`src/rtl/mb_cam_pkg.sv`:
```
// mb_cam_pkg: shared sizes, field positions, lookup context payload and
// one-hot/encode helpers for the miss-buffer CAM controller.
package mb_cam_pkg;

  localparam int unsigned ENTRIES  = 16;
  localparam int unsigned IDX_W    = 4;
  localparam int unsigned CNT_W    = 5;
  localparam int unsigned ADDR_W   = 40;
  localparam int unsigned KEY_MSB  = 39;
  localparam int unsigned KEY_LSB  = 8;
  localparam int unsigned IDXF_MSB = 17;

  // Per-lookup context carried down the pipeline alongside the valid bit.
  typedef struct packed {
    logic [ENTRIES-1:0] vsnap;     // valid bits when the lookup was issued
    logic               byp;       // same-cycle alloc matched the full key
    logic               byp_idxf;  // same-cycle alloc matched the index field
    logic [IDX_W-1:0]   bidx;      // entry granted to that alloc
  } lkup_ctx_t;

  function automatic logic [ENTRIES-1:0] onehot(input logic [IDX_W-1:0] idx);
    return ENTRIES'(1) << idx;
  endfunction

  // Lowest set bit wins; returns 0 for an empty vector.
  function automatic logic [IDX_W-1:0] encode_lsb(input logic [ENTRIES-1:0] vec);
    logic [IDX_W-1:0] idx;
    idx = '0;
    for (int i = int'(ENTRIES) - 1; i >= 0; i--) begin
      if (vec[i]) idx = IDX_W'(i);
    end
    return idx;
  endfunction

endpackage

```
`src/rtl/mb_cam_penc.sv`:
```
// mb_cam_penc: 16-bit lowest-set-bit priority encoder (combinational).
//   i_vec      request vector
//   o_idx_c    index of lowest set bit (0 when none)
//   o_any_c    any bit set
//   o_multi_c  more than one bit set
module mb_cam_penc
  import mb_cam_pkg::*;
(
  input  logic [ENTRIES-1:0] i_vec,
  output logic [IDX_W-1:0]   o_idx_c,
  output logic               o_any_c,
  output logic               o_multi_c
);

  assign o_idx_c   = encode_lsb(i_vec);
  assign o_any_c   = |i_vec;
  // Clearing the lowest set bit leaves something only if two or more were set.
  assign o_multi_c = |(i_vec & (i_vec - ENTRIES'(1)));

endmodule

```
`src/rtl/mb_cam_ctl.sv`:
```
// mb_cam_ctl: allocation / lookup controller for the 16 x 40-bit miss-buffer
// address CAM. Tracks entry valids and occupancy, grants the lowest free
// entry, drives the CAM write and lookup ports, and turns the CAM's registered
// match vectors into valid-qualified, priority-encoded hits three cycles after
// each lookup request. A same-cycle alloc/lookup of one key is covered by an
// in-flight bypass.
//
// Ports:
//   rclk, rst_l                    clock, synchronous active-low reset
//   alloc_req/alloc_addr           allocate request and address
//   alloc_gnt/alloc_idx            same-cycle grant and granted entry
//   dealloc_vld/dealloc_idx        free an entry
//   lkup_req/lkup_key              lookup request and key [39:8]
//   lkup_vld/lkup_hit/lkup_hit_idx lookup result, N+3
//   lkup_idx_hit                   any valid entry matches key[17:8]
//   lkup_err                       multi-hit flag
//   count/full                     occupancy
//   cam_write_en/cam_adr_w/cam_din CAM write port
//   cam_lookup_en/cam_key          CAM lookup port
//   cam_match/cam_match_idx        CAM registered match vectors
//
// Build option: define MB_CAM_CTL_MULTIHIT_CHK_EN to enable lkup_err
// multi-hit detection and a simulation report of the hit vector; otherwise
// lkup_err is tied low.
module mb_cam_ctl
  import mb_cam_pkg::*;
(
  input  logic                     rclk,
  input  logic                     rst_l,
  input  logic                     alloc_req,
  input  logic [ADDR_W-1:0]        alloc_addr,
  output logic                     alloc_gnt,
  output logic [IDX_W-1:0]         alloc_idx,
  input  logic                     dealloc_vld,
  input  logic [IDX_W-1:0]         dealloc_idx,
  input  logic                     lkup_req,
  input  logic [KEY_MSB:KEY_LSB]   lkup_key,
  output logic                     lkup_vld,
  output logic                     lkup_hit,
  output logic [IDX_W-1:0]         lkup_hit_idx,
  output logic                     lkup_idx_hit,
  output logic                     lkup_err,
  output logic [CNT_W-1:0]         count,
  output logic                     full,
  output logic                     cam_write_en,
  output logic [ENTRIES-1:0]       cam_adr_w,
  output logic [ADDR_W-1:0]        cam_din,
  output logic                     cam_lookup_en,
  output logic [KEY_MSB:KEY_LSB]   cam_key,
  input  logic [ENTRIES-1:0]       cam_match,
  input  logic [ENTRIES-1:0]       cam_match_idx
);

  logic [ENTRIES-1:0]     r_valid;
  logic [CNT_W-1:0]       r_count;
  logic                   r_full;
  logic                   r_cam_write_en;
  logic [ENTRIES-1:0]     r_cam_adr_w;
  logic [ADDR_W-1:0]      r_cam_din;
  logic                   r_s1_vld;
  logic [KEY_MSB:KEY_LSB] r_s1_key;
  lkup_ctx_t              r_s1_ctx;
  logic                   r_s2_vld;
  lkup_ctx_t              r_s2_ctx;
  logic                   r_lkup_vld;
  logic                   r_lkup_hit;
  logic [IDX_W-1:0]       r_lkup_hit_idx;
  logic                   r_lkup_idx_hit;

  logic [IDX_W-1:0]       w_free_idx;
  logic                   w_free_any;
  logic                   w_free_multi;
  logic [ENTRIES-1:0]     w_alloc_oh;
  logic                   w_dealloc_hit;
  logic [ENTRIES-1:0]     w_dealloc_oh;
  logic [ENTRIES-1:0]     w_valid_nxt;
  logic [CNT_W-1:0]       w_count_nxt;
  lkup_ctx_t              w_s0_ctx;
  logic [ENTRIES-1:0]     w_byp_oh;
  logic [ENTRIES-1:0]     w_byp_idxf_oh;
  logic [ENTRIES-1:0]     w_q;
  logic [ENTRIES-1:0]     w_q_idx;
  logic [IDX_W-1:0]       w_hit_idx;
  logic                   w_hit_any;
  logic                   w_hit_multi;
  logic                   w_unused_penc;

  // Free-entry selection: lowest clear valid bit.
  mb_cam_penc u_free_penc (
    .i_vec     (~r_valid),
    .o_idx_c   (w_free_idx),
    .o_any_c   (w_free_any),
    .o_multi_c (w_free_multi)
  );

  assign alloc_gnt = alloc_req & ~r_full;
  assign alloc_idx = w_free_idx;

  // Alloc only picks clear entries and dealloc only acts on set ones, so the
  // two masks never overlap.
  always_comb begin
    w_alloc_oh    = alloc_gnt ? onehot(w_free_idx) : '0;
    w_dealloc_hit = dealloc_vld & r_valid[dealloc_idx];
    w_dealloc_oh  = w_dealloc_hit ? onehot(dealloc_idx) : '0;
    w_valid_nxt   = (r_valid | w_alloc_oh) & ~w_dealloc_oh;
    w_count_nxt   = r_count + CNT_W'(alloc_gnt) - CNT_W'(w_dealloc_hit);
  end

  // S0 context: pre-alloc valid snapshot plus same-cycle alloc bypass.
  always_comb begin
    w_s0_ctx          = '0;
    w_s0_ctx.vsnap    = r_valid;
    w_s0_ctx.byp      = alloc_gnt & (alloc_addr[KEY_MSB:KEY_LSB] == lkup_key);
    w_s0_ctx.byp_idxf = alloc_gnt &
                        (alloc_addr[IDXF_MSB:KEY_LSB] == lkup_key[IDXF_MSB:KEY_LSB]);
    w_s0_ctx.bidx     = w_free_idx;
  end

  // CAM match arrives while the lookup is in S2; qualify with the issue-time
  // snapshot (stale writes) and current valids (in-flight deallocs).
  always_comb begin
    w_byp_oh      = (r_s2_ctx.byp && r_valid[r_s2_ctx.bidx]) ?
                    onehot(r_s2_ctx.bidx) : '0;
    w_byp_idxf_oh = (r_s2_ctx.byp_idxf && r_valid[r_s2_ctx.bidx]) ?
                    onehot(r_s2_ctx.bidx) : '0;
    w_q           = '0;
    w_q_idx       = '0;
    if (r_s2_vld) begin
      w_q     = (cam_match     & r_s2_ctx.vsnap & r_valid) | w_byp_oh;
      w_q_idx = (cam_match_idx & r_s2_ctx.vsnap & r_valid) | w_byp_idxf_oh;
    end
  end

  // Hit encoding on the qualified match vector.
  mb_cam_penc u_hit_penc (
    .i_vec     (w_q),
    .o_idx_c   (w_hit_idx),
    .o_any_c   (w_hit_any),
    .o_multi_c (w_hit_multi)
  );

  assign w_unused_penc = ^{w_free_any, w_free_multi, w_hit_multi};

  // State, CAM port and lookup pipeline registers.
  always_ff @(posedge rclk) begin
    if (!rst_l) begin
      r_valid        <= '0;
      r_count        <= '0;
      r_full         <= 1'b0;
      r_cam_write_en <= 1'b0;
      r_cam_adr_w    <= '0;
      r_cam_din      <= '0;
      r_s1_vld       <= 1'b0;
      r_s1_key       <= '0;
      r_s1_ctx       <= '0;
      r_s2_vld       <= 1'b0;
      r_s2_ctx       <= '0;
      r_lkup_vld     <= 1'b0;
      r_lkup_hit     <= 1'b0;
      r_lkup_hit_idx <= '0;
      r_lkup_idx_hit <= 1'b0;
    end else begin
      r_valid        <= w_valid_nxt;
      r_count        <= w_count_nxt;
      r_full         <= (w_count_nxt == CNT_W'(ENTRIES));
      r_cam_write_en <= alloc_gnt;
      r_cam_adr_w    <= w_alloc_oh;
      if (alloc_gnt) r_cam_din <= alloc_addr;
      r_s1_vld       <= lkup_req;
      if (lkup_req) begin
        r_s1_key <= lkup_key;
        r_s1_ctx <= w_s0_ctx;
      end
      r_s2_vld       <= r_s1_vld;
      r_s2_ctx       <= r_s1_ctx;
      r_lkup_vld     <= r_s2_vld;
      r_lkup_hit     <= w_hit_any;
      r_lkup_hit_idx <= w_hit_idx;
      r_lkup_idx_hit <= |w_q_idx;
    end
  end

  assign count         = r_count;
  assign full          = r_full;
  assign cam_write_en  = r_cam_write_en;
  assign cam_adr_w     = r_cam_adr_w;
  assign cam_din       = r_cam_din;
  assign cam_lookup_en = r_s1_vld;
  assign cam_key       = r_s1_key;
  assign lkup_vld      = r_lkup_vld;
  assign lkup_hit      = r_lkup_hit;
  assign lkup_hit_idx  = r_lkup_hit_idx;
  assign lkup_idx_hit  = r_lkup_idx_hit;

`ifdef MB_CAM_CTL_MULTIHIT_CHK_EN
  logic r_lkup_err;

  // w_q is zero outside a valid S2, so this is already lkup_vld-qualified.
  always_ff @(posedge rclk) begin
    if (!rst_l) r_lkup_err <= 1'b0;
    else        r_lkup_err <= w_hit_multi;
  end

  assign lkup_err = r_lkup_err;

`ifndef SYNTHESIS
  always @(posedge rclk) begin
    if (rst_l && w_hit_multi) $display("mb_cam_ctl: multi-hit q=%h", w_q);
  end
`endif
`else
  assign lkup_err = 1'b0;
`endif

endmodule

```
`config.mk`:
```
export PLATFORM = sky130hd
export DESIGN_NAME = mb_cam_ctl
export DESIGN_NICKNAME = d
export VERILOG_FILES = /design/src/rtl/mb_cam_pkg.sv /design/src/rtl/mb_cam_penc.sv /design/src/rtl/mb_cam_ctl.sv
export SDC_FILE = /design/constraint.sdc
export NUM_CORES = 1
export LEC_CHECK = 0
export CAP_MARGIN = 20
export CORE_ASPECT_RATIO = 0.6
export CORE_UTILIZATION = 48
export DETAILED_ROUTE_END_ITERATION = 10
export PLACE_DENSITY = 0.81
export SLEW_MARGIN = 0
export SYNTH_ARGS = -nofsm -noshare
export SYNTH_HDL_FRONTEND = slang
export SYNTH_SLANG_ARGS = --single-unit
export TNS_END_PERCENT = 20
```
`constraint.sdc`:
```
create_clock -name rclk -period 4.2 [get_ports rclk]
set_input_delay 0.84 -clock rclk [delete_from_list [all_inputs] [get_ports rclk]]
set_output_delay 0.84 -clock rclk [all_outputs]
set_load 0.05 [all_outputs]
```
; ---- After elaboration in Yosys (flattened, before gate mapping)
; Cells that the tools add are included.
[totals]
reg_bits = 164
output_inout_bits = 109
[classes]
n_addsub = 2
order_cmp = 2
n_eq_ne = 3
n_shift = 3
mux = 41
bitwise = 16
reduce_logical = 8
[ops]
columns = op, count
row1 = 16-bit two-way mux, 6
row2 = 4-bit two-way mux, 24
row3 = 16-bit AND, 5
row4 = 16-bit OR, 3
row5 = "1-bit by 4-bit << shifter with 16-bit output, first input constant", 3
row6 = 32-bit equality test, 1
row7 = 16-bit NOT, 2
row8 = 16-bit OR reduction, 2
row9 = 3-bit two-way mux, 4
row10 = 10-bit equality test, 1
row11 = "4-bit by 5-bit less-than comparator with 1-bit output, second input constant", 2
row12 = 9-bit OR reduction, 1
row13 = 1-bit binary-select mux with 4-bit select, 2
row14 = 5-bit by 1-bit adder with 5-bit output, 1
row15 = "5-bit equality test, second input constant", 1
row16 = 5-bit OR reduction, 1
row17 = 5-bit by 1-bit subtractor with 5-bit output, 1
row18 = 1-bit AND, 4
row19 = 2-bit two-way mux, 2
row20 = 1-bit two-way mux, 3
row21 = 3-bit OR reduction, 1
row22 = 1-bit logical AND, 2
row23 = 1-bit NOT, 2
row24 = 2-bit OR reduction, 1

; ---- Depth between registers and ports, before layout
; Gate-level depths: netlist (run 1).
[depth]
word_depth = 21
mapped_depth = 15
mapped_depth_nobuf = 14

; ---- Hierarchy
; From an unflattened synthesis (run 1), not the netlist that was laid out.
[hier_totals]
hier_cells = 836
area_unflattened_um2 = 7505.9
[by_module_without_submodules]
columns = module, instances, cells_each, area_per_inst_um2
row1 = mb_cam_ctl, 1, 730, 6860.3
row2 = mb_cam_penc, 2, 53, 322.8

; ---- Least setup slack after synthesis (run 1)
; OpenSTA, ideal clock, no wires.
[synth_path]
path_type = input to register
start = input dealloc_idx[0]
end = register r_full (netlist: full)
setup_time_ps = 116
arrival_ps = 3331
t_required_ps = 4084
path_slack_ps = 754
stages = 15
path_buffers = 1
cell_sequence = buf_2 mux4_2 mux2i_1 nor2b_1 o21a_1 ha_1 inv_1 ha_1 inv_1 fa_1 inv_1 a21o_1 a21oi_1 xnor2_1 and3_1
[synth_via]
elab_chain_len = 5
[synth_rtl]
columns = element, line
row1 = from (decl), mb_cam_ctl.sv:35  ; input logic [IDX_W-1:0] dealloc_idx,
row2 = 1-bit binary-select mux with 4-bit select, mb_cam_ctl.sv:103  ; w_dealloc_hit = dealloc_vld & r_valid[dealloc_idx];
row3 = 1-bit two-way mux (implied by the code), mb_cam_ctl.sv:103
row4 = 1-bit AND, mb_cam_ctl.sv:103
row5 = 5-bit by 1-bit subtractor with 5-bit output, mb_cam_ctl.sv:106  ; w_count_nxt = r_count + CNT_W'(alloc_gnt) - CNT_W'(w_dealloc_hit);
row6 = 5-bit equality test, mb_cam_ctl.sv:165  ; r_full <= (w_count_nxt == CNT_W'(ENTRIES));
row7 = to (signal assigned), mb_cam_ctl.sv:165
row8 = to (decl), mb_cam_ctl.sv:56  ; logic r_full;
; Every way passes these cells. The select of a mux whose other input is x is not followed.
; A chain may end at the register's enable or synchronous reset.

; ---- Worst setup path after layout (run 1)
; Same ends and word-level chain as after synthesis.

==> results of run 1 <==
registers in the layout (all words and copies together) (netlist names), 4 cells and up:
register	flops
lkup_hit_idx	4
cam_key	32
r_s2_ctx	22
cam_adr_w	16
r_s1_ctx	22
r_valid	16
cam_din	40
count	5
area by class of cell:
cell class | count | area share [%]
flip-flops and latches | 164 | 32.0
multi-input cells | 559 | 36.7
well taps | 198 | 2.41
clock inverters | 14 | 1.39
inverters | 24 | 0.877
repair buffers | 233 | 22.5
clock buffers | 18 | 4.18
kinds of logic after synthesis:
group,count (synthesis)
adder cells (fa/ha/maj),6
buffers and inverters,87
XOR/XNOR,36
multiplexers,70
flip-flops,164
AO/OA/AOI/OAI,122
AND/OR/NAND/NOR,324
other,1
layer usage:
layer  wire [um]  up-vias  part of all wire (%)
li1            -     3184                     -
met1       10700     3124                    47
met2        8920      387                    39
met3        2820       42                    12
met4         304        0                   1.3
met5           0        -                     0
worst max-delay path: cells and delay by family:
kind,cells,cell delay [ns]
fa+ha+maj,3,0.87
buf+inv,3,0.82
mux,2,0.76
simple gates,3,0.56
compound gates,1,0.21
xor+xnor,1,0.16
cell usage in the layout (no fill, tap or decap), types with 13 or more instances in the layout:
master           instances
nor2b_1                 56
and2_1                  27
buf_4                   15
nand4_1                 29
dfxtp_1                164
clkdlybuf4s50_1        216
mux2i_1                 60
inv_1                   23
xnor2_1                 31
o21ai_0                 13
a21oi_1                 14
nor2_1                  30
clkbuf_16               17
a21boi_0                42
nand3_1                 33
nand2_1                114
worst paths after layout:
check            startpoint           to  slack (ns)
max          dealloc_idx[0]         full        0.35
min             r_s1_ctx[5]  r_s2_ctx[5]        0.44
max reg2reg      r_valid[1]         full        1.02
min reg2reg     r_s1_ctx[5]  r_s2_ctx[5]        0.44
where the power goes:
| part | total [mW] | switching (mW) | internal, mW |
|---|---|---|---|
| Sequential | 1.73 | 0.0771 | 1.66 |
| Combinational | 1.15 | 0.701 | 0.447 |
| Clock | 1.53 | 0.691 | 0.836 |
repair_timing:
item	4_1_cts	5_1_grt
setup endpoints to repair	0	1
endpoints found under the hold margin	0	0
gates resized for setup	0	1
buffers inserted	0	0
Yosys cell counts (all sizes together), types with 14 or more instances:
| cell | n | area, um^2 |
|---|---|---|
| nand4 | 29 | 181 |
| and2 | 27 | 169 |
| inv | 24 | 90.1 |
| clkbuf | 33 | 124 |
| a21boi | 42 | 315 |
| nand2 | 114 | 428 |
| nor2 | 30 | 113 |
| buf | 30 | 165 |
| o21ai | 14 | 73.8 |
| mux2i | 60 | 601 |
| nor2b | 56 | 350 |
| dfxtp | 164 | 3280 |
| nand3 | 33 | 165 |
| xnor2 | 31 | 272 |
| a21oi | 14 | 70.1 |
per-stage QoR:
step           worst slack [ns]  utilization, %  hold slack (ns)
2_1_floorplan             0.754               -            0.400
5_1_grt                   0.185            69.4            0.471
3_5_place_dp           -0.00524            65.5            0.417
3_3_place_gp              0.107            65.5            0.416
4_1_cts                   0.127            69.4            0.448
6_report                  0.346            69.4            0.445
==> summary.txt, run 1 <==
Worst setup SP type: input pin
gr usage total: 28.6%
Leak: 3.84 nW
number of synthesized flops with an enable pin: 0
# rows: 34
Top-Level Pins: 222
mapped cell area: 7430 um^2
final non-filler cell total: 1210
clock period minus worst slack: 3.85 ns
clk_lat worst skew: 0.42 ns
via count: 6737
initial antenna violation count: 0
Worst Tran Pin Value: 0.876 ns
placement-stage cell area: 9700 um^2
worst rel slew slack: 40.9%
H-tree levels: 4
Critical Path RT: 4.57 ns
Clock Path Buffers: 2
Area Growth Syn to Fin: 38.2%
Hold Path Stages: 2
Routed Antenna Nets: 0
compound-gate portion of the synthesized area: 12.2%
via-per-instance ratio: 5.57
syn avg cell area: 9.17 um^2
syn nets: 929
first-pass iteration count of the detailed router: 8
peak supply drop: 0.000441 V
fmax: 259 MHz
starting density of the core: 50.2%
Seq/Total Area, Yosys: 44.2%
met1 usage: 41.9%
CTS tree: done
fraction of layout cells with a size suffix above 1: 6.72%
Slowest-stage cell, CP: clkdlybuf4s50_1
final slew viol count: 0
Post-Layout Inst Area: 10300 um^2
Gate Count Post-Synth: 810
largest net degree at the start of global routing: 59
mux contribution to synthesized area: 10.8%
RSZ-0062 raised after global routing: no
Pwr Density: 429 nW/um^2
clock slew at reported path FFs: 0.07 ns
Setup Skew: 0.0104 ns
xor/xnor share of the synthesized area: 4.24%
Die Area: 16000 um^2
GR Layer Usage met2: 39.3%
final net count: 1118
Detailed Route WL: 22800 um
busiest metal layer after global routing: met1
# DRC: 0
ys flop type: dfxtp_1
asr flop ratio synth: 0%
GRT overflow: 0
CP max stage delay: 0.70 ns
crit path DAT: 4.22 ns
Post-Synth Adder-Cell Area: 1.11%
Tot Pwr: 4.41 mW
CTS root buf: clkbuf_16
Final period util: 91.8%
cts hold-fix bufs: 0
Fill cells: 1170
DR WL/cell: 18.8 um
# diodes: 0
count of different cell masters after synthesis: 66
TritonCTS Buffers: 17
cells on worst reg2reg path: 12
Final setup viols: 0
Simple-Gate Fraction of Synth Area: 22.2%
first-pass GRT wire length: 35400 um
register area: 3280 um^2
#FFs+latches synth: 164
critical path fanouts, max: 8
HP Class: flop to flop
Max-cap violations: 0
multi-input logic area: 3770 um^2
drt first-iter violations: 684
Crit. End Element: flop
Ys Warns: 0
Buffers on Ports: 220
Worst Setup Path Type: input pin to flop
Die W: 163 um
largest family of logic cells by synthesized area: simple AND/OR/NAND/NOR gates
routability cong.: 0.965
met3 Use GR: 10.4%
Fin Setup TNS: 0 ns
outcome: complete, no violations
Placed Cells: 1178
Die H: 98.4 um
final hold vios: 0
vias in the first global route: 6451
CP cell instances: clkdlybuf4s50_1 -> mux4_2 -> mux2i_1 -> nor2b_1 -> o21a_1 -> ha_1 -> inv_1 -> ha_1 -> inv_1 -> fa_1 -> xnor2_1 -> nor4b_1 -> and3_1
CTS Sinks: 164
core box area: 14800 um^2
Final HPWL DP: 16700 um
No activity file was read; power rests on OpenSTA's default activity.
==> inputs of run 2 (changes only) <==
--- a/config.mk
+++ b/config.mk
@@ -5,9 +5,12 @@
 export SDC_FILE = /design/constraint.sdc
 export NUM_CORES = 1
 export LEC_CHECK = 0
+export ABC_CLOCK_PERIOD_IN_PS = 4200
 export CAP_MARGIN = 20
 export CORE_ASPECT_RATIO = 0.6
+export CORE_MARGIN = 4
 export CORE_UTILIZATION = 48
+export CTS_CLUSTER_DIAMETER = 200
 export DETAILED_ROUTE_END_ITERATION = 10
 export PLACE_DENSITY = 0.81
 export SLEW_MARGIN = 0
==> run 2 against run 1 <==
Maximum frequency is 3.7% lower. Sequential share of layout area is 0.11 points higher. Routed wire length is 0.10% higher. Highest routed layer unchanged. Via count hardly changed. Hold slack worse by 0.016 ns.
==> summary.txt, run 2 (same netlist as run 1, synthesis figures left out) <==
Critical Path RT: 3.36 ns
cts hold-fix bufs: 0
worst setup margin: 0.199 ns
final non-filler cell total: 1205
Pwr Density: 428 nW/um^2
clock period minus worst slack: 4.00 ns
clk_lat worst skew: 0.42 ns
GRT overflow: 0
clock power share: 34.2%
# rows: 34
post-cts sizing count: 0
Die W: 169 um
TritonCTS Buffers: 17
internal power: 2.95 mW
final net count: 1113
Crit. End Element: output pin
most common cell after layout, fill and taps aside: clkdlybuf4s50_1
critical path fanouts, max: 10
initial antenna violation count: 0
worst rel slew slack: 43.0%
fmax: 250 MHz
Final setup viols: 0
via count: 6731
Top-Level Pins: 222
routability cong.: 0.969
DR WL/cell: 18.9 um
Worst Setup Path Type: flop to output pin
largest net degree at the start of global routing: 103
core box area: 14800 um^2
Placed Cells: 1173
fraction of layout cells with a size suffix above 1: 6.16%
final hold vios: 0
final slew viol count: 0
Detailed Route WL: 22800 um
drt first-iter violations: 707
clock slew at reported path FFs: 0.07 ns
Leak: 3.80 nW
Final period util: 95.3%
Setup Skew: 0.0101 ns
Area Growth Syn to Fin: 37.8%
cells on worst reg2reg path: 14
Final HPWL DP: 16500 um
# DRC: 0
# diodes: 0
Worst Tran Pin Value: 0.853 ns
crit path DAT: 3.16 ns
Fin Setup TNS: 0 ns
first-pass iteration count of the detailed router: 5
first-pass GRT wire length: 35400 um
vias in the first global route: 6505
outcome: complete, no violations
commonest cells after routing, fill and taps aside: clkdlybuf4s50_1, dfxtp_1, nand2_1, mux2i_1, nor2b_1
gr usage total: 25.1%
CTS root buf: clkbuf_16
peak supply drop: 0.000491 V
Switch Pwr: 1.43 mW
sequential cell fraction of total power: 39.6%
dpl ws: -0.0249 ns
Gate power share: 26.2%
Buffers on Ports: 220
max reg flops: 40
Die H: 104 um
Hold Path Stages: 2
Worst setup SP type: flop
Die Area: 17600 um^2
Clock Path Buffers: 2
RSZ-0062 raised after global routing: no
Routed Antenna Nets: 0
via-per-instance ratio: 5.59
starting density of the core: 50.2%
final core occ: 69.1%
CTS Sinks: 164
Max-cap violations: 0
Setup Fix Bufs, Post-CTS: 0
switch share: 32.7%
HP Class: flop to flop
CTS tree: done
H-tree levels: 4
-- run 2: final timing paths --
check	startpoint	to	slack, ns
max reg2reg	r_valid[2]	full	1.10
max	r_valid[14]	alloc_idx[0]	0.20
min	r_s1_ctx[4]	r_s2_ctx[4]	0.43
min reg2reg	r_s1_ctx[4]	r_s2_ctx[4]	0.43
-- run 2: area by class of cell --
cell class | instances | area (um^2)
inverter | 24 | 90.1
clock inverter | 12 | 119
tap | 198 | 248
fill | 1176 | 4570
timing repair buffer | 228 | 2280
sequential | 164 | 3280
multi-input combinational | 559 | 3770
clock buffer | 20 | 447
-- run 2: routing by layer --
metal | routed length [um] | GRT usage, % | up-vias | share of wire [%]
met2 | 9180 | 34.7 | 381 | 40
met3 | 2940 | 9.61 | 40 | 13
met5 | 0 | 0 | - | 0
li1 | - | - | 3166 | -
met1 | 10300 | 36.6 | 3144 | 45
met4 | 399 | 6.37 | 0 | 1.8
-- run 2: metrics by stage --
step	cell area (um^2)	power [mW]	hold WS (ns)
after floorplan	7430	2.47	0.400
after global placement	9670	2.90	0.415
after detailed placement	9670	2.91	0.419
after CTS	10200	4.40	0.434
after global routing	10200	4.55	0.461
final	10200	4.38	0.428
-- run 2: power by group through the flow --
stage / sequential [mW] / clock, mW / combinational [mW]
finish: 1.73 / 1.50 / 1.15
CTS: 1.73 / 1.52 / 1.15
floorplan: 2.06 / 0 / 0.407
global route: 1.75 / 1.58 / 1.22
global placement: 1.76 / 0 / 1.14
detailed placement: 1.76 / 0 / 1.15
-- run 2: critical path, stage by stage (launching register included) --
cell and delay (ns):
dfxtp_1 0.55, nor2b_1 0.18, o221ai_1 0.16, a221oi_1 0.41, o21ai_2 0.20, a21boi_0 0.36, clkdlybuf4s50_1 0.90
